===== src/rtl/loader_pkg.sv =====
// loader_pkg: shared definitions for program_loader and its word packer.
//   loader_state_t : loader FSM state encoding
//   ADDR_W_DEF     : default RAM word-address width (PC width)
//   DATA_W_DEF     : default RAM word width (the packer assumes 32)
//   BYTES_PER_WORD : stream bytes packed into one RAM word
package loader_pkg;

  localparam int unsigned ADDR_W_DEF     = 11;
  localparam int unsigned DATA_W_DEF     = 32;
  localparam int unsigned BYTES_PER_WORD = 4;

  typedef enum logic [2:0] {
    IDLE,
    RECV,
    WRITE,
    CHECK,
    DONE
  } loader_state_t;

endpackage


===== src/rtl/word_packer.sv =====
// word_packer: packs a little-endian byte stream into 32-bit words.
// The first accepted byte of a word lands in bits 7:0.
// Optional macro LOADER_CHECKSUM_EN adds a running 8-bit sum of all taken bytes.
// Ports:
//   clk, rst_n    : clock, asynchronous active-low reset
//   i_clear       : restart packing (new load)
//   i_take        : a data byte is accepted this cycle
//   i_byte        : the byte being accepted
//   o_word_next   : current word with i_byte placed in its lane (valid with o_word_full)
//   o_word_full   : the byte taken this cycle completes a word
//   o_csum        : running byte sum (LOADER_CHECKSUM_EN only)
module word_packer
  import loader_pkg::*;
#(
  parameter int unsigned DATA_W = DATA_W_DEF
) (
  input  logic              clk,
  input  logic              rst_n,
  input  logic              i_clear,
  input  logic              i_take,
  input  logic [7:0]        i_byte,
  output logic [DATA_W-1:0] o_word_next,
  output logic              o_word_full
`ifdef LOADER_CHECKSUM_EN
  ,
  output logic [7:0]        o_csum
`endif
);

  logic [DATA_W-1:0] r_word;
  logic [1:0]        r_byte_idx;

  // The completed word is offered combinationally so the top can register
  // it on the same edge that accepts the 4th byte.
  always_comb begin
    o_word_next = r_word;
    o_word_next[{r_byte_idx, 3'b000} +: 8] = i_byte;
  end

  assign o_word_full = i_take && (r_byte_idx == 2'(BYTES_PER_WORD - 1));

  always_ff @(posedge clk or negedge rst_n) begin
    if (!rst_n) begin
      r_word     <= '0;
      r_byte_idx <= '0;
    end else if (i_clear) begin
      r_word     <= '0;
      r_byte_idx <= '0;
    end else if (i_take) begin
      r_word     <= o_word_next;
      r_byte_idx <= r_byte_idx + 2'd1;
    end
  end

`ifdef LOADER_CHECKSUM_EN
  logic [7:0] r_csum;

  always_ff @(posedge clk or negedge rst_n) begin
    if (!rst_n) begin
      r_csum <= '0;
    end else if (i_clear) begin
      r_csum <= '0;
    end else if (i_take) begin
      r_csum <= r_csum + i_byte;
    end
  end

  assign o_csum = r_csum;
`endif

endmodule


===== src/rtl/program_loader.sv =====
// program_loader: loads a little-endian byte stream into the instruction RAM
// through port B while holding the CPU in reset, then releases the CPU with
// start_pc = load base address.
// Optional macro LOADER_CHECKSUM_EN: after the last word one extra byte is
// accepted; the 8-bit sum of all data bytes plus that byte must be 0x00.
// Ports:
//   clk, rst_n              : clock, asynchronous active-low reset
//   load_start              : single-cycle load request (accepted only when idle)
//   load_base, load_len     : first word address / word count (0..2^ADDR_W)
//   byte_valid, byte_data   : byte stream input
//   byte_ready              : loader accepts a byte this cycle
//   ram_w_en, ram_addr, ram_in : RAM port-B write
//   cpu_rst_n, start_pc     : CPU reset (active low) and release PC
//   busy, done, err         : status (done/err sticky until next accepted load)
module program_loader
  import loader_pkg::*;
#(
  parameter int unsigned ADDR_W = ADDR_W_DEF,
  parameter int unsigned DATA_W = DATA_W_DEF
) (
  input  logic              clk,
  input  logic              rst_n,
  input  logic              load_start,
  input  logic [ADDR_W-1:0] load_base,
  input  logic [ADDR_W:0]   load_len,
  input  logic              byte_valid,
  input  logic [7:0]        byte_data,
  output logic              byte_ready,
  output logic              ram_w_en,
  output logic [ADDR_W-1:0] ram_addr,
  output logic [DATA_W-1:0] ram_in,
  output logic              cpu_rst_n,
  output logic [ADDR_W-1:0] start_pc,
  output logic              busy,
  output logic              done,
  output logic              err
);

  // 2^ADDR_W, two bits wider than an address so base + len cannot overflow.
  localparam logic [ADDR_W+1:0] ADDR_SPACE = {2'b01, {ADDR_W{1'b0}}};

  loader_state_t     r_state, w_state_nxt;
  logic [ADDR_W-1:0] r_base;
  logic [ADDR_W:0]   r_len;
  logic [ADDR_W:0]   r_word_idx;

  logic              r_byte_ready;
  logic              r_ram_w_en;
  logic [ADDR_W-1:0] r_ram_addr;
  logic [DATA_W-1:0] r_ram_in;
  logic              r_cpu_rst_n;
  logic [ADDR_W-1:0] r_start_pc;
  logic              r_busy;
  logic              r_done;
  logic              r_err;

  logic [ADDR_W+1:0] w_load_end;
  logic              w_in_range;
  logic              w_accept;
  logic              w_reject;
  logic              w_hs;
  logic              w_take;
  logic              w_word_full;
  logic              w_last_word;
  logic              w_csum_fail;
  logic [DATA_W-1:0] w_word_next;

  assign w_load_end  = {2'b00, load_base} + {1'b0, load_len};
  assign w_in_range  = (w_load_end <= ADDR_SPACE);
  assign w_accept    = load_start && (r_state == IDLE) && w_in_range;
  assign w_reject    = load_start && (r_state == IDLE) && !w_in_range;
  assign w_hs        = byte_valid && r_byte_ready;
  assign w_take      = w_hs && (r_state == RECV);
  assign w_last_word = ((r_word_idx + 1'b1) == r_len);

`ifdef LOADER_CHECKSUM_EN
  logic [7:0] w_csum;
`endif

  word_packer #(
    .DATA_W (DATA_W)
  ) u_packer (
    .clk         (clk),
    .rst_n       (rst_n),
    .i_clear     (w_accept),
    .i_take      (w_take),
    .i_byte      (byte_data),
    .o_word_next (w_word_next),
    .o_word_full (w_word_full)
`ifdef LOADER_CHECKSUM_EN
    ,
    .o_csum      (w_csum)
`endif
  );

  always_comb begin
    w_state_nxt = r_state;
    w_csum_fail = 1'b0;
    case (r_state)
      IDLE: begin
        if (w_accept) begin
          w_state_nxt = (load_len == '0) ? DONE : RECV;
        end
      end
      RECV: begin
        if (w_word_full) begin
          w_state_nxt = WRITE;
        end
      end
      WRITE: begin
        if (w_last_word) begin
`ifdef LOADER_CHECKSUM_EN
          w_state_nxt = CHECK;
`else
          w_state_nxt = DONE;
`endif
        end else begin
          w_state_nxt = RECV;
        end
      end
      CHECK: begin
`ifdef LOADER_CHECKSUM_EN
        if (w_hs) begin
          if (8'(w_csum + byte_data) == 8'h00) begin
            w_state_nxt = DONE;
          end else begin
            w_csum_fail = 1'b1;
            w_state_nxt = IDLE;
          end
        end
`else
        w_state_nxt = DONE;
`endif
      end
      DONE:    w_state_nxt = IDLE;
      default: w_state_nxt = IDLE;
    endcase
  end

  // Outputs are registered from the next state so each one is valid in the
  // same cycle as the state it belongs to.
  always_ff @(posedge clk or negedge rst_n) begin
    if (!rst_n) begin
      r_state      <= IDLE;
      r_base       <= '0;
      r_len        <= '0;
      r_word_idx   <= '0;
      r_byte_ready <= 1'b0;
      r_ram_w_en   <= 1'b0;
      r_ram_addr   <= '0;
      r_ram_in     <= '0;
      r_cpu_rst_n  <= 1'b0;
      r_start_pc   <= '0;
      r_busy       <= 1'b0;
      r_done       <= 1'b0;
      r_err        <= 1'b0;
    end else begin
      r_state      <= w_state_nxt;
      r_byte_ready <= (w_state_nxt == RECV) || (w_state_nxt == CHECK);
      r_busy       <= w_state_nxt inside {RECV, WRITE, CHECK};
      r_ram_w_en   <= (w_state_nxt == WRITE);

      if (w_word_full) begin
        r_ram_addr <= r_base + r_word_idx[ADDR_W-1:0];
        r_ram_in   <= w_word_next;
      end

      if (r_state == WRITE) begin
        r_word_idx <= r_word_idx + 1'b1;
      end

      if (w_accept) begin
        r_base      <= load_base;
        r_len       <= load_len;
        r_word_idx  <= '0;
        r_done      <= 1'b0;
        r_err       <= 1'b0;
        r_cpu_rst_n <= 1'b0;
      end

      if (w_reject || w_csum_fail) begin
        r_err <= 1'b1;
      end

      // Placed after the accept clears so a zero-length load, which enters
      // DONE straight from IDLE, still ends with done/cpu_rst_n set. Its base
      // has not been latched yet, hence the direct use of load_base.
      if (w_state_nxt == DONE) begin
        r_done      <= 1'b1;
        r_cpu_rst_n <= 1'b1;
        r_start_pc  <= (r_state == IDLE) ? load_base : r_base;
      end
    end
  end

  assign byte_ready = r_byte_ready;
  assign ram_w_en   = r_ram_w_en;
  assign ram_addr   = r_ram_addr;
  assign ram_in     = r_ram_in;
  assign cpu_rst_n  = r_cpu_rst_n;
  assign start_pc   = r_start_pc;
  assign busy       = r_busy;
  assign done       = r_done;
  assign err        = r_err;

endmodule

===== config.mk =====
export PLATFORM = sky130hd
export DESIGN_NAME = program_loader
export DESIGN_NICKNAME = d
export VERILOG_FILES = /design/src/rtl/loader_pkg.sv /design/src/rtl/word_packer.sv /design/src/rtl/program_loader.sv
export SDC_FILE = /design/constraint.sdc
export NUM_CORES = 1
export LEC_CHECK = 0
export ABC_CLOCK_PERIOD_IN_PS = 5110
export CAP_MARGIN = 20
export CORE_AREA = 2 2 117 108
export DETAILED_ROUTE_END_ITERATION = 6
export DIE_AREA = 0 0 119 110
export GPL_TIMING_DRIVEN = 1
export MAX_ROUTING_LAYER = met4
export PLACE_DENSITY = 0.77
export SKIP_CTS_REPAIR_TIMING = 1
export SYNTH_ARGS = -nofsm -noshare
export SYNTH_HDL_FRONTEND = slang
export SYNTH_SLANG_ARGS = --single-unit

===== constraint.sdc =====
create_clock -name clk -period 5.11 [get_ports clk]
set_clock_uncertainty 0.15 [all_clocks]
set_input_delay 1.022 -clock clk [delete_from_list [all_inputs] [get_ports clk]]
set_output_delay 1.022 -clock clk [all_outputs]
set_load 0.02 [all_outputs]

## After elaboration in Yosys (flattened, before gate mapping)

Cells that the tools add are included.

- Register bits after elaboration: 131
- Bits in latches: 0
- Memory bits (writable): 0
- ROM bits: 0
- Input port bits: 35
- Output and inout port bits: 60
- Word-level logic and storage cells: 62
- Memories: 0

- Add/sub/neg operators: 5
- Multiply operators: 0
- Div/mod/pow operators: 0
- Magnitude comparators: 1
- Eq/ne operators: 9
- Shift-type cells: 2
- Mux-type cells: 16
- Bitwise gates (word level): 0
- Reduce and logical (&&, ||, !) cells: 15

Operators with widths:

| operator | count |
|---|---|
| $mux W32 | 2 |
| $bwmux W32 | 1 |
| $shift A8 B7 Y32 const A | 1 |
| $shiftx A8 B7 Y32 | 1 |
| $mux W12 | 2 |
| $add A11 B12 Y13 | 1 |
| $le A13 B12 Y1 const B | 1 |
| $add A12 B1 Y12 const B | 1 |
| $eq A12 B12 Y1 | 1 |
| $eq A3 B2 Y1 const B | 4 |
| $logic_not A12 Y1 | 1 |
| $mux W3 | 4 |
| $pmux W3 S4 | 1 |
| $add A11 B11 Y11 | 1 |
| $mux W11 | 1 |
| $reduce_bool A2 Y1 | 4 |
| $neg A5 Y7 | 1 |
| $eq A3 B1 Y1 const B | 2 |
| $logic_and A1 B1 Y1 | 6 |
| $mux W2 | 2 |
| $eq A3 B3 Y1 const B | 1 |
| $logic_not A3 Y1 | 1 |
| $mux W1 | 3 |
| $reduce_bool A3 Y1 | 1 |
| 4 further kinds | 4 |

## Longest topological paths before layout

Gate-level depths: netlist of run 1.

- Word-level depth: 7
- Gate-level depth with buffers: 11
- Depth with buffers taken out: 11

## Modules after synthesis

From an unflattened synthesis of run 1, not the netlist that was laid out.

- Cells, all modules: 726
- Area total of the unflattened synthesis: 7385.8 µm²

Modules (own cells, without submodules):

| module | times used | cells each | area an instance (µm²) | sequential area each (µm²) |
|---|---|---|---|---|
| program_loader | 1 | 469 | 5341.4 | 2427.3 |
| word_packer | 1 | 257 | 2044.5 | 850.8 |

## Worst setup path after synthesis of run 1

Ideal clock, no wire load.

- Kind: in2reg
- Start: input port load_base[0]
- End: register r_base[0]
- Setup time: 0.128 ns
- Data arrival time: 3.565 ns
- Required time: 4.832 ns
- Slack: 1.268 ns
- Stages: 10
- Buffers on the path: 1
- Cell sequence: ha_1 -> fa_1 -> a21oi_1 -> nor2_1 -> or4b_4 -> a221oi_2 -> nand4_2 -> a21oi_4 -> buf_4 -> mux2_1

- Longest elaborated chain between the ends: 3

RTL lines:

| element | RTL line | RTL |
|---|---|---|
| from (decl) | program_loader.sv:24 | `input logic [ADDR_W-1:0] load_base,` |
| $add A11 B12 Y13 | program_loader.sv:68 | `assign w_load_end = {2'b00, load_base} + {1'b0, load_len};` |
| $le A13 B12 Y1 | program_loader.sv:69 | `assign w_in_range = (w_load_end <= ADDR_SPACE);` |
| $logic_and A1 B1 Y1 | program_loader.sv:70 | `assign w_accept = load_start && (r_state == IDLE) && w_in_range;` |
| to (signal assigned) | program_loader.sv:173 | `r_base <= load_base;` |
| to (decl) | program_loader.sv:43 | `logic [ADDR_W-1:0] r_base;` |

Parallel ways exist; a longest one is shown, timed or not.
A chain may end at the register's enable or synchronous reset.

## Worst setup path in the final report of run 1

- Start: input port load_base[0]
- End: register r_start_pc[1], in the netlist start_pc[1]

- Longest elaborated chain between the ends: 6

RTL lines:

| element | RTL line | RTL |
|---|---|---|
| $add A11 B12 Y13 | program_loader.sv:68 |  |
| $le A13 B12 Y1 | program_loader.sv:69 |  |
| $logic_and A1 B1 Y1 | program_loader.sv:70 |  |
| $mux W3 | program_loader.sv:101 | `if (w_accept) begin` |
| $pmux W3 S4 | program_loader.sv:99 | `case (r_state)` |
| $eq A3 B3 Y1 | program_loader.sv:188 | `if (w_state_nxt == DONE) begin` |
| to (signal assigned) | program_loader.sv:191 | `r_start_pc <= (r_state == IDLE) ? load_base : r_base;` |
| to (decl) | program_loader.sv:52 | `logic [ADDR_W-1:0] r_start_pc;` |

No other way between the ends.

==> metrics.md, run 1 <==
| Metric | Value |
|---|---|
| Slew Viols, Final | `0` |
| CTS Buf Count | `17` |
| Synthesized area per cell | `10.2 µm²` |
| Status | `finished clean` |
| Clock-pin slew on the worst setup and hold paths | `50 ps` |
| # fillers | `824` |
| Seq/Total Area, Yosys | `0.473` |
| Data required, critical path | `5250 ps` |
| Initial Util | `0.550` |
| Total negative slack | `0 ps` |
| Cell count after synthesis | `638` |
| Lkg Pwr | `3.67 nW` |
| Antenna diodes | `0` |
| Core Box Area | `11800 µm²` |
| # rows | `38` |
| Max-cap violations | `0` |
| Final period utilization | `0.820` |
| Crit path from | `load_base[0]` |
| RSZ-0062 raised after global routing | `no` |
| GRT Util Overall | `0.259` |
| Synth area leaders | `dfrtp_1 (47%), nor2_1 (6.3%), ha_1 (5.2%)` |
| Layout cell share with drive strength beyond 1 | `0.106` |
| CTS tree | `built` |
| Cell Area, Synth | `6510 µm²` |
| Input/output buffers | `94` |
| VDD IR max | `335 µV` |
| Post-route setup slack | `920 ps` |
| Slew HR | `0.377` |
| Die width | `119 µm` |
| Synthesis warning total | `0` |
| Clock Sinks | `123` |
| Via Count | `5212` |
| Final critical-path required period | `4190 ps` |
| Hold Vio Cnt, Final | `0` |
| H-tree levels | `4` |
| Most common cell on crit path | `a211oi_2` |
| Number of synthesized flops with an enable pin | `0` |
| Ys async rst share | `1.00` |
| # setup viols final | `0` |
| Max Freq | `239 MHz` |
| RePlAce Congestion | `0.902` |
| FF-to-FF Start | `r_word_idx[0]` |
| Hold Crit Start | `ram_in[30]` |
| Place WS | `509 ps` |
| Crit end category | `register` |
| Placed wire-length estimate | `11.1 mm` |
| Gr ovfl total | `0` |
| Worst stage delay on the critical path | `550 ps` |
| Slowest CP cell | `a31oi_4` |
| Drt pass-1 iters | `5` |
| Worst-path cell chain | `clkdlybuf4s50_1, ha_1, fa_1, a211oi_1, o21bai_1, a211oi_2, xnor2_1, nand4_2, a211oi_2, a31oi_4, mux2_2` |
| Yosys top cell by area | `dfrtp_1` |
| DRC | `0` |
| Later-pin clock latency in the skew report | `410 ps` |
| Final total power | `4.74 mW` |
| Vias in the first global route | `5029` |
| Nets | `787` |
| CTS Root Cell | `clkbuf_16` |
| Total wire length | `15.8 mm` |
| Ys flop type | `dfrtp_1` |
| Avg WL per Cell | `17.6 µm` |
| HP Class | `register to register` |
| Post-synth net total | `702` |
| CTS Buffer Depth | `2` |
| I/O Pins | `95` |
| Synth top area share | `0.473` |
| Power per cell area | `578 nW/µm²` |
| CP Max Fanout | `13` |
| Largest net degree at the start of global routing | `66` |
| Die height | `110 µm` |
| Initial antenna violation count | `0` |
| Initial DRC count | `330` |
| Die footprint | `13100 µm²` |
| First-pass GRT wire length | `25.6 mm` |
| Remaining antenna violation count after routing | `0` |
| Final Util | `0.693` |
| Via density | `5.82` |
| Critical path startpoint category | `input port` |
| Crit path arrival time | `4330 ps` |
| Yosys cell types | `64` |
| Worst slew pin tran | `927 ps` |
| Area Overhead vs Synth | `26.0%` |
| Seq cells post-synth | `123` |
| WS Path Type | `input port to register` |
-- worst max-delay path: cells and delay by family --
kind	cells	cell delay, ps
XOR/XNOR	1	110
AO/OA/AOI/OAI	5	1480
adder cells (fa/ha/maj)	2	710
multiplexers	1	410
AND/OR/NAND/NOR	1	130
buffers and inverters	1	450
-- final timing paths --
path / end / cells past startpoint / slack, ps
worst max-delay path: start_pc[1] / 11 / 920
worst min-delay path: ram_in[30] / 2 / 320
worst max register to register: start_pc[1] / 9 / 1920
worst min register to register: ram_in[30] / 2 / 320
max in group asynchronous: start_pc[10] / 2 / 3350
min in group asynchronous: start_pc[4] / 1 / 540
-- cells in the final DEF, fill, tap and decap left out, types with 3 or more instances in the layout --
cell / Yosys / routed
a211oi_2: 3 / 3
a21o_1: 5 / 5
a21oi_1: 15 / 15
a221oi_1: 24 / 24
a22oi_1: 24 / 24
a31oi_1: 3 / 3
and2_0: 3 / 3
and2_1: 4 / 4
and4_1: 3 / 3
buf_4: 3 / 6
bufinv_16: 0 / 4
clkbuf_16: 0 / 17
clkdlybuf4s50_1: 0 / 93
clkinvlp_4: 0 / 3
dfrtp_1: 123 / 123
ha_1: 27 / 27
inv_1: 18 / 18
mux2_1: 15 / 15
mux2_2: 21 / 21
mux2_4: 8 / 8
mux2i_1: 3 / 3
nand2_1: 50 / 50
nand3_1: 14 / 14
nand4_1: 7 / 7
nor2_1: 109 / 109
nor2b_1: 6 / 6
nor3_1: 7 / 7
nor4_1: 4 / 4
o21ai_0: 22 / 22
o21bai_1: 4 / 4
xnor2_1: 26 / 26
xor2_1: 15 / 15
-- area by class of cell --
type | instances | area (µm²) | share of cell area
multi-input cells | 460 | 3200 | 0.390
flip-flops and latches | 123 | 3080 | 0.375
repair buffers | 101 | 1020 | 0.125
inverters | 20 | 75.1 | 0.00915
clock buffers | 21 | 460 | 0.0561
well taps | 160 | 200 | 0.0244
clock inverters | 10 | 165 | 0.0201
-- registers in the layout, indices dropped and copies added, names as in the netlist --
register,flops
r_len,12
r_word_idx,12
u_packer.r_word,24
done,1
ram_w_en,1
u_packer.r_byte_idx,2
ram_addr,11
start_pc,11
err,1
ram_in,32
r_state,3
byte_ready,1
busy,1
r_base,11
-- Yosys cell counts (all sizes together), types with 2 or more instances --
master    n
ha       27
a21o      5
mux2     44
inv      18
a31oi     4
a211oi    5
fa        2
o21ai    22
a22oi    24
nand3b    2
nor4      4
clkinv    2
or2       2
and3      2
nor3      7
nor2    109
or4       2
a21oi    17
nand2    50
o21bai    4
buf      16
xnor2    26
xor2     15
nand4     8
clkbuf   19
nor2b     6
dfrtp   123
a311oi    2
nand3    15
a221oi   25
and2      7
mux2i     3
and4      3
a21boi    2
-- where the power goes --
group	leakage [nW]	total [mW]	switching [mW]	internal, mW
Combinational	1.78	1.84	0.948	0.897
Sequential	1.59	1.64	0.302	1.34
Clock	0.296	1.26	0.415	0.840
Total	3.67	4.74	1.66	3.08
-- per-stage QoR --
step,std cells,hold WS [ps],instance area (µm²)
2_1_floorplan,638,328,6510
3_3_place_gp,863,303,7550
3_5_place_dp,863,310,7550
4_1_cts,894,322,8180
5_1_grt,895,347,8200
6_report,895,318,8200
-- routing by layer --
| layer | vias to the layer above | share of wire | global-route usage |
|---|---|---|---|
| met3 | 17 | 0.058 | 0.0566 |
| met4 | 0 | 0.013 | 0.0850 |
| li1 | 2443 | - | - |
| met1 | 2537 | 0.47 | 0.360 |
| met2 | 215 | 0.46 | 0.382 |
| met5 | - | 0 | - |
-- cell families after synthesis --
kind of cell               count (synthesis)  share of synthesized area
and+or+nand+nor                          223                      0.155
adders and majority gates                 29                     0.0580
DFF                                      123                      0.473
AOI/OAI and AO/OA                        120                      0.138
xor gates and xnor gates                  41                     0.0551
buffers and inverters                     55                     0.0359
muxes                                     47                     0.0853
Note: power is estimated with default switching activity, not from simulation.
==> run 2: changes to the inputs <==
--- a/config.mk
+++ b/config.mk
@@ -5,14 +5,14 @@
 export SDC_FILE = /design/constraint.sdc
 export NUM_CORES = 1
 export LEC_CHECK = 0
-export ABC_CLOCK_PERIOD_IN_PS = 5110
+export ABC_CLOCK_PERIOD_IN_PS = 3500
 export CAP_MARGIN = 20
-export CORE_AREA = 2 2 117 108
+export CORE_AREA = 2 2 125 115
 export DETAILED_ROUTE_END_ITERATION = 6
-export DIE_AREA = 0 0 119 110
+export DIE_AREA = 0 0 127 117
 export GPL_TIMING_DRIVEN = 1
 export MAX_ROUTING_LAYER = met4
-export PLACE_DENSITY = 0.77
+export PLACE_DENSITY = 0.71
 export SKIP_CTS_REPAIR_TIMING = 1
 export SYNTH_ARGS = -nofsm -noshare
 export SYNTH_HDL_FRONTEND = slang
==> constraint.sdc (replaced) <==
create_clock -name clk -period 3.5 [get_ports clk]
set_clock_uncertainty 0.15 [all_clocks]
set_input_delay 0.7 -clock clk [delete_from_list [all_inputs] [get_ports clk]]
set_output_delay 0.7 -clock clk [all_outputs]
set_load 0.02 [all_outputs]
==> metrics.md, run 2 (same netlist as run 1, synthesis figures left out) <==
| Metric | Value |
|---|---|
| FF-to-FF Start | `r_word_idx[0] (unchanged)` |
| Final critical-path required period | `3440 ps` |
| I/O Pins | `95 (unchanged)` |
| Crit end category | `register (unchanged)` |
| Via density | `5.70 (was 5.82)` |
| Uppermost layer routed | `met4 (unchanged)` |
| CTS tree | `built (unchanged)` |
| Critical path startpoint category | `input port (unchanged)` |
| Avg WL per Cell | `18.0 µm (was 17.6 µm)` |
| Hold Vio Cnt, Final | `0 (unchanged)` |
| Max-cap violations | `0 (unchanged)` |
| GRT Util Overall | `0.244 (was 0.259)` |
| CTS Root Cell | `clkbuf_16 (unchanged)` |
| Placed inst area | `7980 µm² (was 7550 µm²)` |
| Initial DRC count | `450 (was 330)` |
| Data required, critical path | `3660 ps (was 5250 ps)` |
| Max Freq | `290 MHz` |
| Status | `finished clean (unchanged)` |
| Core Box Area | `13600 µm² (was 11800 µm²)` |
| Vias in the first global route | `5283 (was 5029)` |
| CTS Buf Count | `17 (unchanged)` |
| Gr ovfl total | `0 (unchanged)` |
| Via Count | `5471 (was 5212)` |
| H-tree levels | `4 (unchanged)` |
| Clock-pin slew on the worst setup and hold paths | `60 ps (was 50 ps)` |
| Number of flip-flops under the largest register name | `32 (unchanged)` |
| WS Path Type | `input port to register (unchanged)` |
| First-pass GRT wire length | `27.1 mm (was 25.6 mm)` |
| Final period utilization | `0.984` |
| Commonest non-fill, non-tap cells in the layout | `dfrtp_1 (123), nor2_1 (109), clkdlybuf4s50_1 (81) (was dfrtp_1 (123), nor2_1 (109), clkdlybuf4s50_1 (93))` |
| Slew Viols, Final | `0 (unchanged)` |
| Initial Util | `0.477 (was 0.550)` |
| WL met1 | `7.71 mm (was 7.41 mm)` |
| Lkg Pwr | `4.03 nW (was 3.67 nW)` |
| Die footprint | `14900 µm² (was 13100 µm²)` |
| Input/output buffers | `94 (unchanged)` |
| Met2 wire length | `8.24 mm (was 7.23 mm)` |
| Final instance area | `8760 µm² (was 8200 µm²)` |
| Crit path arrival time | `3600 ps (was 4330 ps)` |
| Layout cell share with drive strength beyond 1 | `0.184 (was 0.106)` |
| HP Class | `input port to async pin (was register to register)` |
| Final Util | `0.642 (was 0.693)` |
| Antenna diodes | `0 (unchanged)` |
| FF-to-FF setup slack | `480 ps (was 1920 ps)` |
| WHS | `151 ps (was 318 ps)` |
| Drt pass-1 iters | `5 (unchanged)` |
| Largest net degree at the start of global routing | `59 (was 66)` |
| Die width | `127 µm (was 119 µm)` |
| Area Overhead vs Synth | `34.5% (was 26.0%)` |
| Initial antenna violation count | `0 (unchanged)` |
| Remaining antenna violation count after routing | `0 (unchanged)` |
| CP Max Fanout | `6 (was 13)` |
| Die height | `117 µm (was 110 µm)` |
| Power per cell area | `796 nW/µm² (was 578 nW/µm²)` |
| Met3 wire len | `1.00 mm (was 915 µm)` |
| Total negative slack | `0 ps (unchanged)` |
| R2R cell count | `9 (unchanged)` |
| VDD IR max | `404 µV (was 335 µV)` |
| Place WS | `-576 ps (was 509 ps)` |
| Clock Sinks | `123 (unchanged)` |
| Slew HR | `0.579 (was 0.377)` |
| Nets | `839 (was 787)` |
| RePlAce Congestion | `0.890 (was 0.902)` |
| Most common cell after layout, fill and taps aside | `dfrtp_1 (unchanged)` |
| DRC | `0 (unchanged)` |
| Post-route setup slack | `55.6 ps (was 920 ps)` |
| # setup viols final | `0 (unchanged)` |
| # rows | `41 (was 38)` |
| CTS Buffer Depth | `2 (unchanged)` |
| Placed wire-length estimate | `12.7 mm (was 11.1 mm)` |
| Reg-to-Reg End | `start_pc[1] (unchanged)` |
| Worst slew pin tran | `631 ps (was 927 ps)` |
| Total wire length | `17.2 mm (was 15.8 mm)` |
| Later-pin clock latency in the skew report | `420 ps (was 410 ps)` |
run 2: through the flow:
step / power, mW / std cells
after floorplan: 4.01 / 638
after global placement: 5.06 / 925
after detailed placement: 5.17 / 925
after CTS: 6.97 / 957
after global routing: 7.38 / 960
final: 6.97 / 960
run 2: layout make-up:
| cell class | count | area (µm²) |
|---|---|---|
| clock buffers | 22 | 494 |
| clock inverters | 10 | 114 |
| fillers | 1033 | 4890 |
| inverters | 20 | 75.1 |
| multi-input cells | 461 | 3330 |
| flip-flops and latches | 123 | 3080 |
| well taps | 172 | 215 |
| repair buffers | 152 | 1450 |
run 2: metal layers:
metal | track usage | up-vias
met3 | 0.0605 | 25
met1 | 0.313 | 2702
met4 | 0.0777 | 0
met2 | 0.387 | 198
met5 | - | -
li1 | - | 2546
run 2: report_power, final:
| group | internal [mW] | switching (mW) |
|---|---|---|
| Clock | 1.14 | 0.637 |
| Sequential | 1.96 | 0.428 |
| Combinational | 1.39 | 1.42 |
run 2: worst max-delay path by stage:
| stage | cells past startpoint | to | startpoint |
|---|---|---|---|
| after CTS | 11 | start_pc[8] | load_base[0] |
| after detailed placement | 11 | start_pc[8] | load_base[0] |
| final | 9 | start_pc[8] | load_base[8] |
| after global routing | 10 | start_pc[8] | load_base[7] |
| after global placement | 11 | start_pc[9] | load_base[0] |
| after floorplan | 10 | r_base[0] | load_base[0] |
run 2: worst max-delay path, cell delays in order:
cell and delay [ps]:
clkdlybuf4s50_1 500, ha_2 320, a21oi_2 150, or4b_4 470, a221oi_2 310, nand4_2 230, a211oi_4 430, a31oi_4 120
mux2_4 350
==> run 3: changes to the inputs <==
--- a/config.mk
+++ b/config.mk
@@ -11,7 +11,6 @@
 export DETAILED_ROUTE_END_ITERATION = 6
 export DIE_AREA = 0 0 127 117
 export GPL_TIMING_DRIVEN = 1
-export MAX_ROUTING_LAYER = met4
 export PLACE_DENSITY = 0.71
 export SKIP_CTS_REPAIR_TIMING = 1
 export SYNTH_ARGS = -nofsm -noshare
==> metrics.md, run 3 (same netlist as run 1, synthesis figures left out) <==
| Metric | Value |
|---|---|
| # rows | `41 (unchanged)` |
| Critical path startpoint category | `input port (unchanged)` |
| Vias in the first global route | `5456 (was 5283)` |
| VDD IR max | `377 µV (was 404 µV)` |
| Number of flip-flops under the largest register name | `32 (unchanged)` |
| Remaining antenna violation count after routing | `0 (unchanged)` |
| HP Class | `input port to async pin (unchanged)` |
| WP buf/inv | `3 (was 1)` |
| Die footprint | `14900 µm² (unchanged)` |
| Max Freq | `291 MHz (was 290 MHz)` |
| Initial DRC count | `485 (was 450)` |
| Antenna diodes | `0 (unchanged)` |
| Final period utilization | `0.983 (was 0.984)` |
| Crit. path cell count | `12 (was 9)` |
| First-pass GRT wire length | `27.7 mm (was 27.1 mm)` |
| CTS tree | `built (unchanged)` |
| Worst slew pin tran | `639 ps (was 631 ps)` |
| Core Box Area | `13600 µm² (unchanged)` |
| Final total power | `7.06 mW (was 6.97 mW)` |
| DRC | `0 (unchanged)` |
| R2R cell count | `10 (was 9)` |
| CP top delay family | `compound AO/OA/AOI/OAI gates (unchanged)` |
| # setup viols final | `0 (unchanged)` |
| Slew HR | `0.574 (was 0.579)` |
| Largest net degree at the start of global routing | `60 (was 59)` |
| WHS | `164 ps (was 151 ps)` |
| I/O Pins | `95 (unchanged)` |
| WS Path Type | `input port to register (unchanged)` |
| Place WS | `-556 ps (was -576 ps)` |
| Data required, critical path | `3640 ps (was 3660 ps)` |
| Gr ovfl total | `0 (unchanged)` |
| Placed wire-length estimate | `12.5 mm (was 12.7 mm)` |
| H-tree levels | `4 (unchanged)` |
| Nets | `837 (was 839)` |
| Most common cell after layout, fill and taps aside | `dfrtp_1 (unchanged)` |
| Commonest non-fill, non-tap cells in the layout | `dfrtp_1 (123), nor2_1 (109), clkdlybuf4s50_1 (84) (was dfrtp_1 (123), nor2_1 (109), clkdlybuf4s50_1 (81))` |
| Avg WL per Cell | `18.1 µm (was 18.0 µm)` |
| Input/output buffers | `94 (unchanged)` |
| Final critical-path required period | `3440 ps (about the same)` |
| GRT Util Overall | `0.238 (was 0.244)` |
| Drt pass-1 iters | `5 (unchanged)` |
| Clock-pin slew on the worst setup and hold paths | `50 ps (was 60 ps)` |
| Worst-path cell chain | `clkdlybuf4s50_1, ha_4, buf_4, a211oi_1, o21bai_1, a211oi_2, xnor2_1, nand4_4, a211oi_4, a31oi_4, clkbuf_16, mux2_4 (was clkdlybuf4s50_1, ha_2, a21oi_2, or4b_4, a221oi_2, nand4_2, a211oi_4, a31oi_4, mux2_4)` |
| RePlAce Congestion | `0.847 (was 0.890)` |
| Post-route setup slack | `59.9 ps (was 55.6 ps)` |
| Initial Util | `0.477 (unchanged)` |
| CTS Buf Count | `17 (unchanged)` |
| Crit path arrival time | `3580 ps (was 3600 ps)` |
| Via density | `5.68 (was 5.70)` |
| Later-pin clock latency in the skew report | `410 ps (was 420 ps)` |
| Die height | `117 µm (unchanged)` |
| Slew Viols, Final | `0 (unchanged)` |
| Area Overhead vs Synth | `34.6% (was 34.5%)` |
| Hold Vio Cnt, Final | `0 (unchanged)` |
| Clock Sinks | `123 (unchanged)` |
| Worst stage delay on the critical path | `530 ps (was 500 ps)` |
| Layout cell share with drive strength beyond 1 | `0.178 (was 0.184)` |
| CTS Root Cell | `clkbuf_16 (unchanged)` |
| Max-cap violations | `0 (unchanged)` |
| Lkg Pwr | `4.03 nW (about the same)` |
| Status | `finished clean (unchanged)` |
| Slowest CP cell | `clkdlybuf4s50_1 (unchanged)` |
| CP Max Fanout | `6 (unchanged)` |
| Power per cell area | `805 nW/µm² (was 796 nW/µm²)` |
| Die width | `127 µm (unchanged)` |
| Total wire length | `17.4 mm (was 17.2 mm)` |
| Via Count | `5437 (was 5471)` |
| Crit end category | `register (unchanged)` |
| Initial antenna violation count | `0 (unchanged)` |
| CTS Buffer Depth | `2 (unchanged)` |
| # fillers | `1059 (was 1033)` |
==> run 3: cell types whose count changed in the layout (fill, tap and decap cells not counted), sizes merged <==
cell           previous run  this run
bufinv                    2         3
dlymetal6s2s             12         9
a31oi                     5         4
inv                      18        19
clkinvlp                  4         1
buf                      59        57
clkbuf                   22        24
clkdlybuf4s50            81        84
==> run 3: final timing paths <==
| check | end | slack (ps) | startpoint |
|---|---|---|---|
| max in group asynchronous | r_word_idx[0] | 2300 | rst_n |
| worst max register to register | start_pc[10] | 540 | r_word_idx[0] |
| worst min register to register | ram_in[30] | 320 | ram_in[30] |
| min in group clk | ram_in[30] | 320 | ram_in[30] |
| worst min-delay path | start_pc[0] | 160 | rst_n |
| worst max-delay path | start_pc[4] | 60 | load_base[3] |
==> run 3: routing by layer <==
metal  wire, µm  vias to the layer above  track usage
met2       8260                      172        0.392
met1       7800                     2708        0.322
li1           -                     2532            -
met3       1030                       25       0.0523
met5          0                        -            0
met4        277                        0       0.0667
==> run 3: layout make-up <==
cell class | count | area [µm²] | area share
clock buffers | 23 | 498 | 0.0568
clock inverters | 9 | 134 | 0.0153
inverters | 20 | 75.1 | 0.00856
multi-input cells | 460 | 3310 | 0.378
flip-flops and latches | 123 | 3080 | 0.351
well taps | 172 | 215 | 0.0245
repair buffers | 151 | 1460 | 0.166
==> run 3: metrics by stage <==
step | TNS, ps | area (µm²) | util | instances
floorplan | 0 | 6520 | - | 638
global placement | -29420 | 7950 | 0.583 | 923
detailed placement | -35000 | 7950 | 0.583 | 923
CTS | -2320 | 8590 | 0.629 | 955
global route | -190 | 8770 | 0.643 | 958
finish | 0 | 8770 | 0.643 | 958
==> run 3: power breakdown <==
group | internal [mW] | switching, mW | total [mW]
Combinational | 1.39 | 1.44 | 2.83
Clock | 1.22 | 0.630 | 1.85
Sequential | 1.96 | 0.429 | 2.39
